<file path="config.mk">
export PLATFORM = sky130hd
export DESIGN_NAME = clint_access_unit_flat
export DESIGN_NICKNAME = d
export VERILOG_FILES = /design/src/rtl/clint_access_unit_if.sv /design/src/rtl/clint_access_unit.sv /design/src/flat_wrapper.sv
export SDC_FILE = /design/constraint.sdc
export NUM_CORES = 1
export LEC_CHECK = 0
export ABC_AREA = 1
export CAP_MARGIN = 10
export CORE_UTILIZATION = 50
export DETAILED_ROUTE_END_ITERATION = 10
export HOLD_SLACK_MARGIN = 0.02
export PLACE_DENSITY = 0.9
export SLEW_MARGIN = 15
export SYNTH_ARGS = -nofsm -noshare
export SYNTH_HDL_FRONTEND = slang
export SYNTH_SLANG_ARGS = --single-unit
</file>
<file path="constraint.sdc">
create_clock -name i_clk -period 2.4 [get_ports i_clk]
set_input_delay 0.48 -clock i_clk [delete_from_list [all_inputs] [get_ports i_clk]]
set_output_delay 0.48 -clock i_clk [all_outputs]
set_load 0.02 [all_outputs]
</file>
<file path="src/rtl/clint_access_unit_if.sv">
// Request and CLINT-bus signal bundle for clint_access_unit.
// The slave modport is the unit; the master modport is the requester plus the CLINT responder.
`ifndef XLEN
`define XLEN 32
`endif

interface clint_access_unit_if;
    logic               i_req_valid;
    logic               o_req_ready;
    logic               i_req_op;
    logic [63:0]        i_req_data;
    logic               o_rsp_valid;
    logic [63:0]        o_rsp_data;
    logic               o_wen;
    logic               o_ren;
    logic [`XLEN-1:0]   o_addr;
    logic [`XLEN-1:0]   o_wrdata;
    logic [`XLEN-1:0]   i_rddata;

    modport slave (
        input  i_req_valid, i_req_op, i_req_data, i_rddata,
        output o_req_ready, o_rsp_valid, o_rsp_data, o_wen, o_ren, o_addr, o_wrdata
    );

    modport master (
        output i_req_valid, i_req_op, i_req_data, i_rddata,
        input  o_req_ready, o_rsp_valid, o_rsp_data, o_wen, o_ren, o_addr, o_wrdata
    );
endinterface

</file>
<file path="src/rtl/clint_access_unit.sv">
// 64-bit CLINT timer access over a 32-bit bus: tear-free mtime read (hi/lo/hi), mtimecmp0 write.
// Define CLINT_ACC_SAFE_CMP_EN to park mtimecmp0 low at all-ones before writing, avoiding transient interrupts.
`ifndef XLEN
`define XLEN 32
`endif

module clint_access_unit #(
    parameter logic [31:0] BASE_ADDR    = 32'h2000_0000,
    parameter logic [31:0] MTIMECMP_OFS = 32'h0000_4000,
    parameter logic [31:0] MTIME_LO_OFS = 32'h0000_BFF8,
    parameter logic [31:0] MTIME_HI_OFS = 32'h0000_BFFC
) (
    input  logic                 i_clk,
    input  logic                 i_rst,
    clint_access_unit_if.slave   io_bus
);

    localparam int unsigned XW = `XLEN;

    localparam logic [XW-1:0] A_MTIME_LO = XW'(BASE_ADDR) + XW'(MTIME_LO_OFS);
    localparam logic [XW-1:0] A_MTIME_HI = XW'(BASE_ADDR) + XW'(MTIME_HI_OFS);
    localparam logic [XW-1:0] A_CMP_LO   = XW'(BASE_ADDR) + XW'(MTIMECMP_OFS);
    localparam logic [XW-1:0] A_CMP_HI   = XW'(BASE_ADDR) + XW'(MTIMECMP_OFS) + XW'(32'd4);

    typedef enum logic [2:0] {
        IDLE      = 3'd0,
        RD_HI1    = 3'd1,
        RD_LO     = 3'd2,
        RD_HI2    = 3'd3,
        WR_LO_MAX = 3'd4,
        WR_HI     = 3'd5,
        WR_LO     = 3'd6,
        RSP       = 3'd7
    } state_t;

    state_t      r_state;
    state_t      w_next;
    logic [31:0] r_hi1;
    logic [31:0] r_lo;
    logic [63:0] r_data;
    logic [63:0] r_rsp_data;
    logic [31:0] w_rd_word;
    logic        w_hi_match;
    logic        w_accept;

    assign w_rd_word  = io_bus.i_rddata[31:0];
    assign w_hi_match = (w_rd_word == r_hi1);
    assign w_accept   = (r_state == IDLE) && io_bus.i_req_valid;

    // State register
    always_ff @(posedge i_clk) begin
        if (!i_rst) r_state <= IDLE;
        else        r_state <= w_next;
    end

    // Next-state logic
    always_comb begin
        w_next = r_state;
        case (r_state)
            IDLE: begin
                if (io_bus.i_req_valid) begin
`ifdef CLINT_ACC_SAFE_CMP_EN
                    w_next = io_bus.i_req_op ? WR_LO_MAX : RD_HI1;
`else
                    w_next = io_bus.i_req_op ? WR_LO : RD_HI1;
`endif
                end
            end
            RD_HI1:    w_next = RD_LO;
            RD_LO:     w_next = RD_HI2;
            RD_HI2:    w_next = w_hi_match ? RSP : RD_LO;
`ifdef CLINT_ACC_SAFE_CMP_EN
            WR_LO_MAX: w_next = WR_HI;
            WR_HI:     w_next = WR_LO;
            WR_LO:     w_next = RSP;
`else
            WR_LO_MAX: w_next = IDLE;
            WR_LO:     w_next = WR_HI;
            WR_HI:     w_next = RSP;
`endif
            RSP:       w_next = IDLE;
            default:   w_next = IDLE;
        endcase
    end

    // Bus and handshake outputs decoded from the state register
    always_comb begin
        io_bus.o_req_ready = 1'b0;
        io_bus.o_rsp_valid = 1'b0;
        io_bus.o_wen       = 1'b0;
        io_bus.o_ren       = 1'b0;
        io_bus.o_addr      = '0;
        io_bus.o_wrdata    = '0;
        case (r_state)
            IDLE: io_bus.o_req_ready = 1'b1;
            RD_HI1, RD_HI2: begin
                io_bus.o_ren  = 1'b1;
                io_bus.o_addr = A_MTIME_HI;
            end
            RD_LO: begin
                io_bus.o_ren  = 1'b1;
                io_bus.o_addr = A_MTIME_LO;
            end
            WR_LO_MAX: begin
                io_bus.o_wen    = 1'b1;
                io_bus.o_addr   = A_CMP_LO;
                io_bus.o_wrdata = XW'(32'hFFFF_FFFF);
            end
            WR_HI: begin
                io_bus.o_wen    = 1'b1;
                io_bus.o_addr   = A_CMP_HI;
                io_bus.o_wrdata = XW'(r_data[63:32]);
            end
            WR_LO: begin
                io_bus.o_wen    = 1'b1;
                io_bus.o_addr   = A_CMP_LO;
                io_bus.o_wrdata = XW'(r_data[31:0]);
            end
            RSP:     io_bus.o_rsp_valid = 1'b1;
            default: io_bus.o_req_ready = 1'b0;
        endcase
    end

    // Datapath: request latch, read capture, response hold
    always_ff @(posedge i_clk) begin
        if (!i_rst) begin
            r_hi1      <= '0;
            r_lo       <= '0;
            r_data     <= '0;
            r_rsp_data <= '0;
        end else begin
            if (w_accept) r_data <= io_bus.i_req_data;
            case (r_state)
                RD_HI1: r_hi1 <= w_rd_word;
                RD_LO:  r_lo  <= w_rd_word;
                RD_HI2: begin
                    if (w_hi_match) r_rsp_data <= {r_hi1, r_lo};
                    else            r_hi1      <= w_rd_word;
                end
                WR_HI, WR_LO: begin
                    if (w_next == RSP) r_rsp_data <= '0;
                end
                default: r_rsp_data <= r_rsp_data;
            endcase
        end
    end

    assign io_bus.o_rsp_data = r_rsp_data;

endmodule

</file>
<file path="src/flat_wrapper.sv">
// flat-port wrapper written by rule: the top's interface ports become plain ports
module clint_access_unit_flat 
#(
    parameter logic [31:0] BASE_ADDR    = 32'h2000_0000,
    parameter logic [31:0] MTIMECMP_OFS = 32'h0000_4000,
    parameter logic [31:0] MTIME_LO_OFS = 32'h0000_BFF8,
    parameter logic [31:0] MTIME_HI_OFS = 32'h0000_BFFC
)
  (i_clk, i_rst, io_bus_i_req_valid, io_bus_i_req_op, io_bus_i_req_data, io_bus_i_rddata, io_bus_o_req_ready, io_bus_o_rsp_valid, io_bus_o_rsp_data, io_bus_o_wen, io_bus_o_ren, io_bus_o_addr, io_bus_o_wrdata);
  clint_access_unit_if io_bus_i ();
  input  logic i_clk;
  input  logic i_rst;
  input wire logic [$bits(io_bus_i.i_req_valid)-1:0] io_bus_i_req_valid;
  input wire logic [$bits(io_bus_i.i_req_op)-1:0] io_bus_i_req_op;
  input wire logic [$bits(io_bus_i.i_req_data)-1:0] io_bus_i_req_data;
  input wire logic [$bits(io_bus_i.i_rddata)-1:0] io_bus_i_rddata;
  output wire logic [$bits(io_bus_i.o_req_ready)-1:0] io_bus_o_req_ready;
  output wire logic [$bits(io_bus_i.o_rsp_valid)-1:0] io_bus_o_rsp_valid;
  output wire logic [$bits(io_bus_i.o_rsp_data)-1:0] io_bus_o_rsp_data;
  output wire logic [$bits(io_bus_i.o_wen)-1:0] io_bus_o_wen;
  output wire logic [$bits(io_bus_i.o_ren)-1:0] io_bus_o_ren;
  output wire logic [$bits(io_bus_i.o_addr)-1:0] io_bus_o_addr;
  output wire logic [$bits(io_bus_i.o_wrdata)-1:0] io_bus_o_wrdata;
  assign io_bus_i.i_req_valid = io_bus_i_req_valid;
  assign io_bus_i.i_req_op = io_bus_i_req_op;
  assign io_bus_i.i_req_data = io_bus_i_req_data;
  assign io_bus_i.i_rddata = io_bus_i_rddata;
  assign io_bus_o_req_ready = io_bus_i.o_req_ready;
  assign io_bus_o_rsp_valid = io_bus_i.o_rsp_valid;
  assign io_bus_o_rsp_data = io_bus_i.o_rsp_data;
  assign io_bus_o_wen = io_bus_i.o_wen;
  assign io_bus_o_ren = io_bus_i.o_ren;
  assign io_bus_o_addr = io_bus_i.o_addr;
  assign io_bus_o_wrdata = io_bus_i.o_wrdata;
  clint_access_unit #(.BASE_ADDR(BASE_ADDR), .MTIMECMP_OFS(MTIMECMP_OFS), .MTIME_LO_OFS(MTIME_LO_OFS), .MTIME_HI_OFS(MTIME_HI_OFS)) u_core (.i_clk(i_clk), .i_rst(i_rst), .io_bus(io_bus_i));
endmodule
</file>
* Word-level counts from Yosys, hierarchy flattened *
Cells that the tools add are included.

storage, ports and cells
  flip-flop bits (word level) = 195
  bits in latches = 0
  memory bits (writable) = 0
  word-level logic and storage cells = 44
  memories = 0
  bits in read-only memories = 0
  output and inout port bits = 132
  input bits = 100

cells by class
  multiplexer cells = 15
  $lt $le $gt $ge = 0
  reductions and logical operators = 12
  multiply operators = 0
  divide/modulo/power cells = 0
  bitwise operators = 0
  shift operators = 0
  equality and inequality tests = 12
  $add $sub $neg = 0

operator list
  operator                                                                 number
  64-bit 2-to-1 mux                                                        2
  64-bit one-hot mux with 2 select lines                                   1
  30-bit one-hot mux with 4 select lines                                   1
  32-bit one-hot mux with 3 select lines                                   1
  32-bit one-hot mux with 2 select lines                                   1
  32-bit equality test                                                     1
  32-bit 2-to-1 mux                                                        1
  3-bit one-hot mux with 7 select lines                                    1
  3-bit equality test, second input constant                               5
  3-bit 2-to-1 mux                                                         3
  2-bit OR reduction                                                       4
  3-bit by 2-bit equality test with 1-bit output, second input constant    2
  3-bit OR reduction                                                       2
  1-bit 2-to-1 mux                                                         4
  2-bit by 1-bit inequality test with 1-bit output, second input constant  2
  2-bit nonzero test                                                       2
  3-bit by 1-bit equality test with 1-bit output, second input constant    1
  3-bit logical NOT                                                        1
  3-bit AND reduction                                                      1
  2-bit inequality test, second input constant                             1
  2-bit AND reduction                                                      1
  1-bit logical AND                                                        1

* Depth between registers and ports, before layout *
  depth in word-level cells = 6
  depth in mapped cells = 15
  mapped depth without buffers = 13

* Worst setup path before layout *
No wires, ideal clock.

  path type = register to output
  start = register u_core.r_state[2]
  end = output port io_bus_o_addr[29]
  arrival = 1530 ps
  path buffers = 2
  cell stages (with the launch flop) = 10
  required time = 1920 ps
  setup slack = 390 ps
  path through = dfxtp_1 > buf_2 > nand2_1 > inv_2 > nand2_4 > nand2_2 > inv_2 > buf_2 > nand2_1 > or2_2

on the way
  word-level cells in the longest chain between the ends = 3
  elaborated cells between the ends (all ways) = 9
  those cells by class = 6 x eq/ne; 1 x mux; 2 x reduce/logical

RTL lines
  element                                       RTL line                 text
  start: declaration                            clint_access_unit.sv:36  state_t r_state;
  start signal: assignment                      clint_access_unit.sv:53  else r_state <= w_next;
  3-bit equality test (tied with other cells)   clint_access_unit.sv:94  case (r_state)
  2-bit OR reduction, on equally long branches  --
  30-bit one-hot mux with 4 select lines (*)    clint_access_unit.sv:94
  end: declaration                              flat_wrapper.sv:22       output wire logic [$bits(io_bus_i.o_addr)-1:0] io_bus_o_addr;

Mark *: on every way between the ends. The rest lies on a longest branch, timed or not.

* Worst setup path in the final report *
  start = register u_core.r_state[0]
  end = output port io_bus_o_wrdata[7]

on the way
  word-level cells in the longest chain between the ends = 2
  elaborated cells between the ends (all ways) = 4
  those cells by class = 3 x eq/ne; 1 x mux

RTL lines
  element                                     RTL line                 text
  3-bit equality test                         clint_access_unit.sv:94
  32-bit one-hot mux with 3 select lines (*)  clint_access_unit.sv:94
  end: declaration                            flat_wrapper.sv:23       output wire logic [$bits(io_bus_i.o_wrdata)-1:0] io_bus_o_wrdata;

Marks and branches as above.

==> results.cfg <==
[status]
run_status = complete, no violations

[placement]
io_buffers = 214
gp_congestion = 0.8733
dp.cells = 1691
hpwlAfterDp_um = 17170
place_area_sq_um = 11320
dpl_worst_slack_ns = -0.08792

[routing]
wire_per_inst_um = 14.39
drtIter0Drc = 664
num_vias = 8829
first_pass_iters = 6
drc_errors = 0
ant_nets = 0
viasPerCell = 5.124
routed_wl_um = 24800

[setup_path]
end_kind = primary output
reg2reg_depth = 11
crit_fanout = 32
reg2reg_slack_ns = 0.27
critPathLaunchType = register
crit_buf_inv = 3
worst_ep_required_time_ns = 1.92
cp_data_arrival_time_ns = 1.83
crit_cells = 6
cpMaxStageDelayCell = dfxtp_2
timing.rr.start = u_core.r_state[0]$_SDFF_PN0_
crit_type = register to primary output
slowest_delay_ns = 0.40
crit_family = buffers and inverters
r2r-end = u_core.io_bus.o_rsp_data[12]$_SDFFE_PN0P_
crit_chain = inv_4 -> nor2_4 -> nand2_2 -> buf_12 -> o221ai_1 -> dlygate4sd1_1

[cells_and_area]
fill_cells = 1390
area_growth_pct = 32.11
layoutNonFillerInstCount = 1723
utilization = 0.6774
drive_above_1_share = 0.08879
fin_area_sq_um = 11760
regArea_sq_um = 3906
multi_input_area_sq_um = 3705
n_antenna_cell = 0
finalNetCount = 1585

[pwr]
power_mw = 12.64
ir_drop_mv = 0.6696
leakage_nw = 5.274
power.density_nw_per_um2 = 1075

[clocking]
clkTransAtPathRegs_ns = 0.07
cts_hold_buf = 0
cts_sinks = 195
cts_root_buf = clkbuf_16
htree_levels = 4
postCtsSetupBuffers = 0
clock_latency_ns = 0.43
cts_buffers = 17
cts_tree = built
clockBufferDepth = 2

[sta]
slew_viol_final = 0
period_share = 0.9612
finalHoldViolCount = 0
finalSetupViolCount = 0
timing.fmax_mhz = 433.5
timing.final.crit_period_ns = 2.307
tns_ns = 0
timing.slew.headroom = 0.6170
finalClockSkew_ns = 0.01120
holdWs_ns = 0.4516
setup_slack_ns = 0.09316
rsz0062_at_grt = false
worst_pin_slew_ns = 0.5745

[synth]
synthFlopType = dfxtp_1
synth_area_leader_cell = dfxtp_1
synth_warnings = 0
syn_inst = 1298
synthDominantCellAreaShare = 0.4386
netlist_area_sq_um = 8900
synth.distinct_cells = 25
synth_edf_count = 0
synth_seq_cells = 195
synthTopCellsByArea = dfxtp_1 44%, nand2_1 9.7%, nor2_1 9.4%
yosysSeqAreaShare = 0.4386
async_flop_share = 0
avgSynthCellArea_sq_um = 6.857

[global_routing]
grt_max_degree = 67
grt_pass1_wl_um = 39510
globalRouteMet2Util = 0.4553
antenna_found_initial = 0
grt_util_met1 = 0.3264
grt_overflow = 0
grtUsageTotal = 0.2720
busiest_layer = met2
grt_pass1_vias = 8260
met3_usage = 0.06173

[worst_hold_path]
min_path_cells = 2
min-delay-start = u_core.r_data[39]$_SDFFE_PN0P_
holdPathEnd = u_core.r_data[39]$_SDFFE_PN0P_
holdCritPathClass = register to register

[flow_run]
drv_cap = 0

[die]
ios = 232
core_sq_um = 17360
start_util = 0.5128
fp.dieH_um = 135.4
dieArea_sq_um = 18340
die_x_um = 135.4
rows = 48
==> cell type report <==
cell class                 count  area share
sequential                   195      0.3322
clock inverter                15     0.01234
tap                          225     0.02394
timing repair buffer         268      0.2126
multi-input combinational    792      0.3151
inverter                     211     0.06757
clock buffer                  17     0.03618
==> registers in the layout, summed over array words and instances (netlist names) <==
| name | count |
|---|---|
| u_core.r_hi1 | 32 |
| u_core.r_lo | 32 |
| u_core.r_state | 3 |
| u_core.r_data | 64 |
| u_core.io_bus.o_rsp_data | 64 |
==> per-layer routing <==
metal / up-vias / part of all wire
li1: 4368 / -
met1: 4009 / 0.40
met2: 372 / 0.49
met3: 80 / 0.067
met4: 0 / 0.041
met5: - / 0
==> cell families after synthesis <==
group / Yosys count / share of synthesized area
AOI/OAI and AO/OA: 234 / 0.1452
and+or+nand+nor: 515 / 0.2356
other: 1 / 0.0004214
DFF: 195 / 0.4386
buffers and inverters: 327 / 0.1545
xor gates and xnor gates: 26 / 0.02559
==> power breakdown <==
| part | leakage, nW | switching, mW | total (mW) | internal [mW] |
|---|---|---|---|---|
| combinational | 3.40 | 3.16 | 5.26 | 2.10 |
| sequential | 1.60 | 0.516 | 4.64 | 4.12 |
| clock | 0.268 | 1.36 | 2.74 | 1.38 |
==> worst max path at each step <==
stage / from / end
detailed placement: io_bus_i_rddata[24] / u_core.r_hi1[5]$_SDFFE_PN0P_
CTS: u_core.r_state[1]$_SDFF_PN0_ / io_bus_o_wrdata[2]
global placement: io_bus_i_rddata[24] / u_core.r_hi1[26]$_SDFFE_PN0P_
floorplan: u_core.r_state[2]$_SDFF_PN0_ / io_bus_o_addr[29]
finish: u_core.r_state[0]$_SDFF_PN0_ / io_bus_o_wrdata[7]
global route: u_core.r_state[0]$_SDFF_PN0_ / io_bus_o_wrdata[9]
==> synth_stat cells (3+ instances only) <==
library cell,number
inv_1,204
buf_2,10
o21ai_0,130
clkbuf_1,69
o221ai_1,32
nor2_1,223
buf_1,4
a21oi_1,71
nand2_2,3
nand4_1,51
dfxtp_1,195
xnor2_1,26
inv_2,6
buf_6,3
nand2_1,231
buf_4,30
==> layout by cell type (no fill, tap or decap), types with 2 or more instances in the layout <==
master and n:
nand4_1 51, clkbuf_16 17, clkinvlp_4 4, xnor2_1 26
inv_6 3, buf_12 8, dfxtp_1 193, clkinv_4 2
a21oi_1 71, nor2_1 223, o21ai_0 130, inv_1 204
clkbuf_2 23, dfxtp_2 2, nand2_2 4, buf_2 2
clkdlybuf4s15_2 2, o221ai_1 32, inv_8 3, clkdlybuf4s50_1 165
buf_4 46, or2_2 2, conb_1 17, inv_2 5
clkinv_8 2, nand2_1 229, dlygate4sd2_1 20
==> worst reg2reg max path: stages, from the launching register on <==
cell     delay [ns]
dfxtp_2        0.36
inv_4          0.12
nor2_4         0.05
nand2_2        0.09
nand2_2        0.07
buf_4          0.20
or2_2          0.42
nand3_2        0.16
buf_4          0.33
nand2_1        0.11
inv_1          0.07
nor2_1         0.04
==> repair_timing <==
item                                    4_1_cts  5_1_grt
endpoints found under the setup margin       48       29
cloned                                        0        0
gates resized for setup                      68       71
No activity file was read; power rests on OpenSTA's default activity.
